### config.mk
export PLATFORM = sky130hd
export DESIGN_NAME = sync_fifo_param
export DESIGN_NICKNAME = d
export VERILOG_FILES = /design/src/rtl/fifo_pkg.sv /design/src/rtl/fifo_mem.sv /design/src/rtl/sync_fifo_param.sv
export SDC_FILE = /design/constraint.sdc
export NUM_CORES = 1
export LEC_CHECK = 0
export ABC_AREA = 0
export CORE_ASPECT_RATIO = 1.1
export CORE_MARGIN = 1
export CORE_UTILIZATION = 40
export CTS_CLUSTER_DIAMETER = 150
export DETAILED_ROUTE_END_ITERATION = 8
export PLACE_DENSITY = 0.64
export SYNTH_ARGS = -nofsm -noshare
export SYNTH_HDL_FRONTEND = slang
export SYNTH_SLANG_ARGS = --single-unit
export TNS_END_PERCENT = 1
### constraint.sdc
create_clock -name clk -period 2.82 [get_ports clk]
set_input_delay 0.705 -clock clk [delete_from_list [all_inputs] [get_ports clk]]
set_output_delay 0.705 -clock clk [all_outputs]
set_load 0.005 [all_outputs]
### src/rtl/fifo_pkg.sv
// Shared helpers for sync_fifo_param: address/count width derivation and the error flag pair.
package fifo_pkg;

  function automatic int clog2(input int v);
    int r;
    r = 0;
    for (int i = 0; i < 31; i++)
      if ((32'd1 << i) < v) r = i + 1;
    return r;
  endfunction

  // ADDR_W indexes memory; CNT_W adds the wrap bit so 0..DEPTH is representable.
  function automatic int addr_w(input int depth);
    return clog2(depth);
  endfunction

  function automatic int cnt_w(input int depth);
    return clog2(depth) + 1;
  endfunction

  typedef struct packed {
    logic ovf;
    logic unf;
  } err_t;

endpackage

### src/rtl/fifo_mem.sv
// DEPTH x DATA_W storage: one synchronous write port, one asynchronous read port, no reset.
module fifo_mem #(
  parameter int DATA_W = 8,
  parameter int DEPTH  = 8,
  parameter int ADDR_W = 3
) (
  input  logic              clk,
  input  logic              we,
  input  logic [ADDR_W-1:0] waddr,
  input  logic [DATA_W-1:0] wdata,
  input  logic [ADDR_W-1:0] raddr,
  output logic [DATA_W-1:0] rdata
);

  logic [DATA_W-1:0] mem_q [DEPTH];

  always_ff @(posedge clk)
    if (we) mem_q[waddr] <= wdata;

  assign rdata = mem_q[raddr];

endmodule

### src/rtl/sync_fifo_param.sv
// Parametrised single-clock FIFO with count, thresholds, sticky errors and synchronous flush.
// Define SYNC_FIFO_FWFT_EN for first-word fall-through reads; default is a registered 1-cycle read.
module sync_fifo_param import fifo_pkg::*; #(
  parameter int   DATA_W    = 8,
  parameter int   DEPTH     = 8,
  parameter int   AF_THRESH = DEPTH - 2,
  parameter int   AE_THRESH = 1,
  localparam int  ADDR_W    = addr_w(DEPTH),
  localparam int  CNT_W     = cnt_w(DEPTH)
) (
  input  logic              clk,
  input  logic              n_rst,
  input  logic              clr,
  input  logic              w_en,
  input  logic [DATA_W-1:0] w_data,
  input  logic              r_en,
  output logic [DATA_W-1:0] r_data,
  output logic              r_valid,
  output logic              empty,
  output logic              full,
  output logic              almost_empty,
  output logic              almost_full,
  output logic [CNT_W-1:0]  count,
  output logic              overflow,
  output logic              underflow
);

  localparam logic [CNT_W-1:0] AF_T = CNT_W'(AF_THRESH);
  localparam logic [CNT_W-1:0] AE_T = CNT_W'(AE_THRESH);

  logic [CNT_W-1:0]  w_ptr_q, w_ptr_d, r_ptr_q, r_ptr_d;
  err_t              err_q, err_d;
  logic              w_acc, r_acc;
  logic [DATA_W-1:0] mem_rd;

  // Status decodes only from registered pointers.
  assign empty        = (w_ptr_q == r_ptr_q);
  assign full         = (w_ptr_q[ADDR_W-1:0] == r_ptr_q[ADDR_W-1:0]) &&
                        (w_ptr_q[ADDR_W] != r_ptr_q[ADDR_W]);
  assign count        = w_ptr_q - r_ptr_q;
  assign almost_empty = (count <= AE_T);
  assign almost_full  = (count >= AF_T);
  assign overflow     = err_q.ovf;
  assign underflow    = err_q.unf;

  assign w_acc = w_en && !full  && !clr;
  assign r_acc = r_en && !empty && !clr;

  fifo_mem #(.DATA_W(DATA_W), .DEPTH(DEPTH), .ADDR_W(ADDR_W)) u_mem (
    .clk  (clk),
    .we   (w_acc),
    .waddr(w_ptr_q[ADDR_W-1:0]),
    .wdata(w_data),
    .raddr(r_ptr_q[ADDR_W-1:0]),
    .rdata(mem_rd)
  );

  always_comb begin
    w_ptr_d = w_ptr_q;
    r_ptr_d = r_ptr_q;
    err_d   = err_q;
    if (clr) begin
      w_ptr_d = '0;
      r_ptr_d = '0;
      err_d   = '0;
    end else begin
      if (w_acc)         w_ptr_d = w_ptr_q + 1'b1;
      if (r_acc)         r_ptr_d = r_ptr_q + 1'b1;
      if (w_en && full)  err_d.ovf = 1'b1;
      if (r_en && empty) err_d.unf = 1'b1;
    end
  end

  always_ff @(posedge clk or negedge n_rst)
    if (!n_rst) begin
      w_ptr_q <= '0;
      r_ptr_q <= '0;
      err_q   <= '0;
    end else begin
      w_ptr_q <= w_ptr_d;
      r_ptr_q <= r_ptr_d;
      err_q   <= err_d;
    end

`ifdef SYNC_FIFO_FWFT_EN
  assign r_data  = mem_rd;
  assign r_valid = !empty;
`else
  logic [DATA_W-1:0] r_data_q, r_data_d;
  logic              r_valid_q, r_valid_d;

  // r_acc is already gated by clr, so flush drops r_valid while r_data holds.
  always_comb begin
    r_data_d  = r_acc ? mem_rd : r_data_q;
    r_valid_d = r_acc;
  end

  always_ff @(posedge clk or negedge n_rst)
    if (!n_rst) begin
      r_data_q  <= '0;
      r_valid_q <= 1'b0;
    end else begin
      r_data_q  <= r_data_d;
      r_valid_q <= r_valid_d;
    end

  assign r_data  = r_data_q;
  assign r_valid = r_valid_q;
`endif

endmodule

# == Word-level counts from Yosys, hierarchy flattened ==
# Memories as Yosys holds them, arrays and structs flattened. A register that Yosys moved wholly into a read port is not among the register bits.
# Index checks and enable logic that the tools add are counted.
# totals
ram_bits,64
mem_bits_ro,0
elab_cells,38
inputBits,13
memories,1
out_inout_bits,19
reg_bits,11
latchBits,0
# mem_list
memory,depth,word_bits,read_ports,rd_ports_with_merged_regs,write_ports,line_no,rtl
u_mem.mem_q,8,8,1,1,1,fifo_mem.sv:15,logic [DATA_W-1:0] mem_q [DEPTH];
# op_classes
div,0
n_addsub,3
n_eq_ne,3
bitwise,0
reduce_logical,15
mul,0
mux,9
n_shift,0
order_cmp,2
# op_table
operator,count
2-to-1 mux 4 bit,4
"adder 4 x 1 -> 4 bit, second input constant",2
nonzero test 2 bit,4
logical AND 1 bit,7
== test 4 bit,1
"greater-or-equal comparator 4 x 3 -> 1 bit, second input constant",1
"<= comparator 4 x 1 -> 1 bit, second input constant",1
zero test 1 bit,4
2-to-1 mux 1 bit,4
subtractor 4 bit,1
== test 3 bit,1
2-to-1 mux 2 bit,1
!= test 1 bit,1

# == Longest topological paths before layout ==
# depth
word_depth,7
ltp_mapped,9
ltp_nobuf,6

# == Modules after synthesis ==
# From an unflattened synthesis, not the netlist that was laid out.
# hier_totals
cells_unflattened,200
area_unflattened_um2,3592.2
# modules_own_cells
module,cells_per_inst,instances,seq_area_each_um2,area_each_um2
fifo_mem,106,1,1921.8,2531.2
sync_fifo_param,94,1,475.5,1061.0

# == Worst setup path before layout ==
# Ideal clock, no wire load.
# synth_timing
path_kind,flip-flop to flip-flop
startpoint,reg r_ptr_q[1]
endpoint,mem u_mem.mem_q[1][0] (enable)
slack_ns,-0.186
path_buffers,2
synth_period_minus_slack_ns,3.006
t_arrival_ns,2.623
path_stages_with_launch,9
required_ns,2.437
setup_ns,0.383
path_cell_list,dfrtp_1 > buf_2 > buf_1 > inv_1 > ha_1 > nand3_1 > o21ai_1 > or3_1 > nor3_1
# synth_between
elab_chain_cells,7
# synth_lines
element,line_no,rtl
"start, declared",sync_fifo_param.sv:31,"logic [CNT_W-1:0] w_ptr_q, w_ptr_d, r_ptr_q, r_ptr_d;"
"start signal, assigned",sync_fifo_param.sv:81,r_ptr_q <= r_ptr_d;
== test 3 bit,sync_fifo_param.sv:38,assign full = (w_ptr_q[ADDR_W-1:0] == r_ptr_q[ADDR_W-1:0]) &&
logical AND 1 bit,sync_fifo_param.sv:38,
zero test 1 bit,sync_fifo_param.sv:46,assign w_acc = w_en && !full && !clr;
logical AND 1 bit (2 in a row),sync_fifo_param.sv:46,
2-to-1 mux 1 bit,fifo_mem.sv:18,if (we) mem_q[waddr] <= wdata;
2-to-1 mux 1 bit (implied by the code),fifo_mem.sv:18,
"end, declared",fifo_mem.sv:15,
# Every way passes these cells.

# == Worst setup path in the final report ==
# layout_timing
startpoint,reg w_ptr_q[0]
endpoint,out count[2]
# layout_between
elab_chain_cells,1
# layout_lines
element,line_no,rtl
"start, declared",sync_fifo_param.sv:31,
"start signal, assigned",sync_fifo_param.sv:80,w_ptr_q <= w_ptr_d;
subtractor 4 bit,sync_fifo_param.sv:40,assign count = w_ptr_q - r_ptr_q;
"end, declared",sync_fifo_param.sv:23,"output logic [CNT_W-1:0] count,"
# Every way passes these cells.

==> reports/summary.txt <==
Via/cell ratio: 5.02
Status: completed
HP Start: r_data[5]
CTS clk-pin slew, worst paths: 0.08 ns
Post-synth top flop: edfxtp_1
Fmax: 365 MHz
RSZ-0062 raised after global routing: true
Final setup fails: 0
Hold depth: 2
Compound-Gate Fraction of Synth Area: 0.0380
RR Endpoint: r_data[3]
CP Cell Sequence: inv_2 > ha_2 > fa_2 > xnor2_2 > clkdlybuf4s50_1
Cell family with most CP delay: buffers and inverters
H-tree levels: 3
Initial DRC count: 111
Max clock buf depth: 2
Hold_ws: 0.482 ns
Row count: 34
Slew headroom: 0.361
Final ANT Viol Nets: 0
Die area: 8840 µm²
Worst Path Required: 2.12 ns
Count of flip-flops with a built-in enable after synthesis: 64
Core Util, Final: 0.517
I/O pins: 32
Setup TNS: 0 ns
RR Startpoint: r_ptr_q[2]
First-pass GRT wire length: 9580 µm
Routed WL per cell: 16.4 µm
Port buffer count: 31
Reg-to-reg setup timing slack: 0.59 ns
CTS sink cnt: 83
Setup Skew: 0.00868 ns
Final period utilization: 0.973
Crit path launch: w_ptr_q[0]
Dpl hpwl: 3870 µm
CTS tree: built
Gr usage total: 0.150
Worst hold path type: reg -> reg
FF-to-FF path depth: 6
Worst setup path category: reg -> out
Initial Utilization: 0.421
Simple-Gate Fraction of Synth Area: 0.0502
WP buf/inv: 2
Mapped Area: 3390 µm²
Hold-fix buffers, CTS: 0
Area delta synth->final: 22.8%
Dpl cells: 348
Routed vias: 1832
Largest family of logic cells by synthesized area: multiplexers
Post-Synth XOR/XNOR Area: 0.0229
Max FO, Critical Path: 3
Power per cell area: 713 nW/µm²
Crit end category: output port
Top-count cell post-synth: edfxtp_1
Largest stage delay on the critical path: 0.53 ns
CTS buffer count: 9
TritonRoute pass-1 iters: 4
Die W: 89.7 µm
Syn Nets: 219
Distinct cells, synth: 30
Initial antenna violation count: 0
Vias in the first global route: 1769
Synth Instances: 200
Largest area contributor in the netlist: edfxtp_1
Core Footprint: 8040 µm²
Multiplexer share of the synthesized area: 0.136
Routability cong.: 0.769
WL final: 6000 µm
Hold Fails Final Rpt: 0
Synth top area share: 0.567
Pleak: 1.49 nW
WHS Endpoint: r_data[5]
Post-Layout Cell Count: 365
Min Clock Period, post-route: 2.74 ns
Max-Cap Viols: 0
Worst-margin pin slew: 0.954 ns
Drt drc: 0
Mean Syn Cell Area: 16.9 µm²
Post-synthesis adder-cell area fraction: 0.0244
Worst VDD drop: 0.000382 V
Die span in y: 98.5 µm
Multi-input gate area: 955 µm²
Total gr overflow: 0
Antenna cells: 0
DP Area: 3920 µm²
Sequential area share after synthesis: 0.708
Synth cell count leaders: edfxtp_1 (64), dfrtp_1 (19), nor2_1 (17)
Clock Latency Late Sink: 0.35 ns
Slew Viols, Final: 0
Critical path launch point type: flip-flop
Flop and latch count out of synthesis: 83
Critical path's slowest cell: clkdlybuf4s50_1
Arrival time worst endpoint: 2.04 ns
Share of flip-flops with an asynchronous set or reset: 0.229
Fillers: 648
YS warnings: 0
Root Driver: clkbuf_8
Layout cell share with drive strength beyond 1: 0.226
Nets: 271
Synth top area cells: edfxtp_1 (57%), dfrtp_1 (14%), mux4_2 (11%)
Seq. cell area: 2400 µm²
Finished Cell Area: 4160 µm²
Pin count of the biggest net entering global routing: 20
## sequential cells by signal, indices dropped and copies added, names as in the netlist
register	cells
r_data	8
r_ptr_q	4
underflow	1
overflow	1
w_ptr_q	4
u_mem.mem_q	64
r_valid	1
## cell type report
cell class                 count  share of cell area
clock buffer                   9              0.0298
multi-input combinational    101               0.230
sequential                    83               0.577
timing repair buffer          48               0.105
inverter                       9             0.00813
tap                          108              0.0325
clock inverter                 7              0.0181
## cells by family after synthesis
| group | Yosys count |
|---|---|
| AO/OA/AOI/OAI | 22 |
| XOR/XNOR | 8 |
| adder cells (fa/ha/maj) | 6 |
| buffers and inverters | 16 |
| flip-flops | 83 |
| multiplexers | 26 |
| AND/OR/NAND/NOR | 39 |
## worst reg2reg max path: stages (launching register included)
cell      delay [ns]
dfrtp_1         0.35
inv_1           0.07
ha_1            0.37
nand3_2         0.16
buf_4           0.18
o211ai_1        0.75
o21ai_0         0.21
## metrics by stage
stage,setup WS [ns],power [W]
2_1_floorplan,-0.185,0.00181
3_3_place_gp,0.173,0.00213
3_5_place_dp,0.131,0.00214
4_1_cts,-0.105,0.00299
5_1_grt,-0.0374,0.00312
6_report,0.0765,0.00296
## worst max path at each step
stage                                   end  slack [ns]  depth (start not counted)
after floorplan           u_mem.mem_q[0][0]       -0.18                          8
after global placement         almost_empty        0.17                          7
after detailed placement       almost_empty        0.13                          7
after CTS                       almost_full       -0.11                          7
after global routing           almost_empty       -0.04                          7
final                              count[2]        0.08                          5
## layout by cell type, fill, tap and decap left out, types with 2 or more instances in the layout
cell | netlist | final
clkbuf_8 | 0 | 9
ha_1 | 5 | 3
xor2_1 | 3 | 3
buf_4 | 2 | 17
o21ai_1 | 3 | 4
mux2i_1 | 10 | 10
o21ai_0 | 9 | 8
a21oi_1 | 3 | 3
inv_1 | 9 | 6
xnor2_1 | 4 | 3
nor2_1 | 17 | 17
clkinvlp_4 | 0 | 2
dlygate4sd2_1 | 0 | 2
dfrtp_1 | 19 | 19
nand2_1 | 10 | 10
mux4_2 | 16 | 16
edfxtp_1 | 64 | 64
o211ai_1 | 4 | 4
inv_6 | 0 | 2
nand3_1 | 3 | 2
inv_2 | 0 | 3
clkdlybuf4s50_1 | 0 | 28
or3_1 | 3 | 3
## timing repair
item,CTS,global route
setup buffers,1,0
endpoints found under the setup margin,4,6
gates resized for setup,5,7
pin swaps,2,5
## where the power goes
| group | switching, W | leakage, nW | total [W] | internal, W |
|---|---|---|---|---|
| clock network | 0.000434 | 0.0939 | 0.000847 | 0.000414 |
| registers | 0.0000393 | 0.828 | 0.00144 | 0.00140 |
| logic | 0.000285 | 0.570 | 0.000675 | 0.000389 |
| total | 0.000758 | 1.49 | 0.00296 | 0.00221 |
## routing by layer
| metal | vias up | part of all wire | global-route usage |
|---|---|---|---|
| li1 | 862 | - | - |
| met1 | 899 | 0.45 | 0.192 |
| met5 | - | 0 | 0 |
| met3 | 12 | 0.052 | 0.0324 |
| met2 | 59 | 0.47 | 0.240 |
| met4 | 0 | 0.025 | 0.0794 |
No activity file was read; power rests on OpenSTA's default activity.
